<file path="src/rtl/register32_pkg.sv">
// Shared width/reset defaults and the data type for the 32-bit storage register.
package register32_pkg;

    localparam int DATA_WIDTH = 32;
    localparam logic [DATA_WIDTH-1:0] DATA_RESET = '0;

    typedef logic [DATA_WIDTH-1:0] data_t;

    // Even parity of a stored word: 1 when the word holds an odd number of ones.
    function automatic logic parity_of(input data_t value);
        return ^value;
    endfunction

endpackage

</file>
<file path="src/rtl/register32.sv">
// General-purpose storage register with load enable and synchronous clear (reset wins over writeEn).
// Optional macro REGISTER32_PARITY_EN adds a registered even-parity output alongside OUT.
module register32
    import register32_pkg::*;
#(
    parameter int               WIDTH       = DATA_WIDTH,
    parameter logic [WIDTH-1:0] RESET_VALUE = WIDTH'(DATA_RESET)
) (
    input  logic             CLK,
    input  logic             reset,
    input  logic             writeEn,
    input  logic [WIDTH-1:0] IN,
`ifdef REGISTER32_PARITY_EN
    output logic             parity,
`endif
    output logic [WIDTH-1:0] OUT
);

    always_ff @(posedge CLK) begin
        if (reset) begin
            OUT <= RESET_VALUE;
        end else if (writeEn) begin
            OUT <= IN;
        end
    end

`ifdef REGISTER32_PARITY_EN
    // Parity is computed from the value being loaded so it lands on the same edge as OUT.
    always_ff @(posedge CLK) begin
        if (reset) begin
            parity <= ^RESET_VALUE;
        end else if (writeEn) begin
            parity <= ^IN;
        end
    end
`endif

endmodule

</file>
<file path="config.mk">
export PLATFORM = sky130hd
export DESIGN_NAME = register32
export DESIGN_NICKNAME = d
export VERILOG_FILES = /design/src/rtl/register32_pkg.sv /design/src/rtl/register32.sv
export SDC_FILE = /design/constraint.sdc
export NUM_CORES = 1
export LEC_CHECK = 0
export ABC_AREA = 1
export CAP_MARGIN = 15
export CORE_MARGIN = 10
export CORE_UTILIZATION = 35
export CTS_CLUSTER_SIZE = 40
export DETAILED_ROUTE_END_ITERATION = 10
export GPL_ROUTABILITY_DRIVEN = 0
export PLACE_DENSITY_LB_ADDON = 0.1
export SETUP_SLACK_MARGIN = 0.02
export SYNTH_ARGS = -nofsm -noshare
export SYNTH_HDL_FRONTEND = slang
export SYNTH_SLANG_ARGS = --single-unit
</file>
<file path="constraint.sdc">
create_clock -name CLK -period 0.8 [get_ports CLK]
set_clock_uncertainty 0.05 [all_clocks]
set_input_delay 0.12 -clock CLK [delete_from_list [all_inputs] [get_ports CLK]]
set_output_delay 0.12 -clock CLK [all_outputs]
set_load 0.03 [all_outputs]
</file>
Yosys cells after proc, flatten, opt, wreduce, memory -nomap -nowiden
Cells that the tools add are included.
{ "word_totals": {"ff_bits": 32, "output_inout_bits": 32, "word_cells": 1} }

Longest topological paths before layout
{ "logic_depth": {"word_depth": 0, "ltp_mapped": 5} }

Worst setup path after synthesis
Ideal clock, no wire load.
{ "synth_path": {"path_kind": "register -> register", "start": "register, netlist name OUT[29]", "end": "register OUT[29]", "setup_ps": 64, "t_arrival_ps": 648, "required_ps": 686, "slack_ps": 38, "path_stages_with_launch": 3, "synth_period_minus_slack_ps": 762, "cell_sequence": "dfxtp_1 nor2_1 nor2_1"} }
{ "synth_lines": {"columns": ["element", "line", "rtl"], "rows": [
  ["to (signal assigned)", "register32.sv:21", "OUT <= RESET_VALUE;"],
  ["to (signal assigned)", "register32.sv:23", "OUT <= IN;"],
  ["to (decl)", "register32.sv:16", "output logic [WIDTH-1:0] OUT"]
]} }

Worst setup path in the final report
{ "layout_path": {"start": "register OUT[15]", "end": "output port OUT[15]"} }
No word-level cell between the ends.

==> impl_summary.txt <==
----------------------------------------------------
[Run status]
  Result of the run ... finished, violations left
  Failing checks ... setup timing

[Floorplan]
  Initial cell density of the core ... 36.3%
  DIE WIDTH ... around 80 microns
  Vertical extent of the die ... 81.8 microns
  Boundary Pins ... 67
  Total Die Area ... ~0.0067 sq mm
  Standard cell core area ... 0.00369 sq mm
  Site Rows ... 22

[Logic synthesis]
  Total of flip-flops plus latches after synthesis ... 32
  Compound-gate portion of the synthesized area ... 0%
  Cells taking the most area after synthesis ... dfxtp_1 (48%), nand2_1 (18%), nor2_1 (18%), inv_1 (9.3%), buf_6 (5.9%)
  Post-synthesis average cell area ... 6.59 sq um
  Top cells by count, synth ... nand2_1 (64), nor2_1 (64), inv_1 (33)
  Share of synthesized cell area in full adder, half adder and majority cells ... 0%
  Yosys Warn Count ... 0
  Post-synthesis share of cell area spent on xor and xnor gates ... 0%
  Library cell with the largest summed area after synthesis ... dfxtp_1
  Combinational family with the most area after synthesis ... simple AND/OR/NAND/NOR gates
  Sequential area share after synthesis ... between 40 and 50%
  Count of flip-flops with a built-in enable after synthesis ... 0
  Synthesized area ... about 0.0013 sq mm
  Instance count of the mapped netlist ... about 200
  Fraction of synthesized cell area taken by the top area cell type ... 47.9%
  Proportion of register bits with asynchronous set or reset after synthesis ... 0%
  Synthesized Nets ... 238
  Post-synthesis mux area share ... 0%
  Basic-gate share of the synthesized area counting and, or, nand and nor cells ... 35.9%
  Primary flip-flop cell chosen by synthesis mapping ... dfxtp_1
  Distinct cell type count after synthesis ... 6

[Drt]
  First-pass DRT Iterations ... 3
  Post-detailed-route count of antenna-violating nets ... 0
  Routed wirelength normalized by instance count ... approximately 11 microns
  Total number of vias ... roughly 1300
  Total DRC errors in the routed layout ... 0
  Via-per-instance ratio ... about 3.9
  Post-Route WL ... 3.43 mm
  Violation count after the first detailed-route iteration ... 34

[Min path]
  Hold WC Path Type ... in -> reg

[Placed design]
  Post-DP Area ... just under 0.002 sq mm
  HPWL reported at the end of detailed placement ... 2.39 mm
  Place WS ... -0.284 ns
  Buffers added on ports ... 66
  Number of placed instances, taps included ... ~310

[Global route]
  Maximum number of pins on one net before global-route repair ... 27
  M3 GR Usage ... approximately 5.5%
  GR Overflow Total ... 0
  Met1 demand-to-capacity share in global routing ... 11.5%
  First-pass GRT wire length ... about 5.3 mm
  GRT met2 Usage ... roughly 16%
  Most utilized layer in the global route result ... met2
  Total track usage ... about a tenth
  Number of global-route vias before repair ... around 1200
  Antenna violations before repair ... 0

[Critical path]
  Crit-path slowest cell ... dfxtp_2
  Delay of the slowest cell on the worst path ... approximately 0.34 ns
  Cell family with most CP delay ... flip-flops
  CP Launch Type ... flip-flop
  Highest net fanout along the worst path ... 2
  Arrival time reported for the critical path endpoint ... 0.74 ns
  Critical-path cell list ... buf_6
  WP data required ... between 0.6 and 0.7 ns
  Kind of critical path ... reg -> out
  Endpoint class of the critical path ... output pin
  Buffer and inverter count on the worst path ... 1
  Register-to-register path setup slack ... 0.17 ns

[Pwr]
  Switch share ... around 27%
  Internal Pwr Total ... 2.92 mW
  Sequential fraction of design power ... between 40% and 50%
  Total power density per cell area ... roughly 1800 mW/mm^2
  Combinational cell fraction of total power ... 24.3%
  Share of power burned in the clock network ... roughly 30%
  Net Sw Power ... 1.08 mW
  Leak ... about 1.2 nW
  Highest ir drop seen on vdd ... ~0.97 mV
  Total power consumption of the routed design ... about 4.0 mW

[STA]
  Slew at the pin with the worst max-slew slack ... around 0.14 ns
  Setup TNS Final ... -3.26 ns
  Post-route clock period utilization ... 114%
  Total count of max-transition violations in the final report ... 0
  Slew headroom ... around 90%
  Final Hold Violating Endpoints ... 0
  Post-Route Hold Slack ... roughly 0.26 ns
  Smallest setup slack after layout ... -0.113 ns
  Unrepaired setup endpoints after global routing ... true
  Fmax ... around 1100 MHz
  Post-layout minimum cycle time ... about 0.91 ns
  Final setup violation count ... 32

[Cells and area]
  Non-filler cells, final ... 321
  Regs by FF count ... OUT (32)
  Number of flip-flops under the largest register name ... 32
  Ratio of cells with drive above 1 in the final layout ... slightly below 30%
  Utilization of the core after routing ... 60.6%
  Final Instance Area ... between 0.002 and 0.0025 sq mm
  Area Growth Syn to Fin ... 66.9%
  Post-layout nets ... around 310
  Largest register by flop count ... OUT
  Diode count ... 0

[Job]
  Max Cap Violations ... 0

[Clocking]
  Latest clock arrival within the worst-skew pair ... about 0.27 ns
  Clock buffer depth ... 2
  Maximum level of the CTS H-tree ... 2
  Number of buffers inserted during clock tree synthesis ... 5
  Clock-pin slew reported for the worst setup and hold paths after clock tree synthesis ... 0.06 ns
  Number of setup buffers added after CTS ... 0
  CTS tree ... built
  Total clock sinks ... 32
  Clock Root Buffer ... clkbuf_8

----------------------------------------------------
==> cell families (layout without fill, tap and decap cells) <==
family / count (synthesis) / in the layout
buf+inv: 43 / 113
flops: 32 / 32
simple gates: 128 / 128
==> cells in the final DEF, fill, tap and decap left out <==
cell type | netlist | layout
nor2_1 | 64 | 64
nand2_1 | 64 | 63
dfxtp_2 | 0 | 32
inv_1 | 33 | 32
clkdlybuf4s50_1 | 0 | 32
buf_6 | 7 | 32
clkbuf_8 | 0 | 6
buf_12 | 0 | 3
clkbuf_1 | 0 | 2
buf_4 | 0 | 2
inv_2 | 0 | 1
nand2_2 | 0 | 1
buf_16 | 0 | 1
dlygate4sd2_1 | 0 | 1
buf_2 | 3 | 1
==> per-layer routing <==
layer / part of all wire, % / vias to the layer above
met5: 0 / -
met4: 1.2 / 0
met3: 11 / 5
met2: 46 / 38
met1: 42 / 505
li1: - / 706
==> power groups by stage <==
stage / Clock, mW / Combinational, mW / Sequential, mW
floorplan: 0 / 0.280 / 2.01
detailed placement: 0 / 0.891 / 1.80
finish: 1.22 / 0.969 / 1.80
CTS: 1.27 / 0.983 / 1.80
global placement: 0 / 0.887 / 1.79
global route: 1.36 / 1.05 / 1.82
==> worst paths after layout <==
check / startpoint / endpoint / depth (start not counted)
worst max-delay path: OUT[15] / OUT[15] / 1
worst min-delay path: writeEn / OUT[10] / 4
worst max register to register: OUT[29] / OUT[29] / 2
worst min register to register: OUT[4] / OUT[4] / 2
==> cell type report <==
cell class | count | area [sq um]
Fill cell | 344 | 1450
Timing Repair Buffer | 72 | 797
Multi-Input combinational cell | 128 | 483
Sequential cell | 32 | 681
Clock buffer | 8 | 90.1
Inverter | 33 | 124
Tap cell | 48 | 60.1
==> timing repair <==
item                       in CTS  in global routing
hold buffers                    0                  0
setup endpoints to repair      44                 32
resized for setup              68                  0
cloned                          1                  0
pin swaps                       0                  0
No activity file was read; power rests on OpenSTA's default activity.
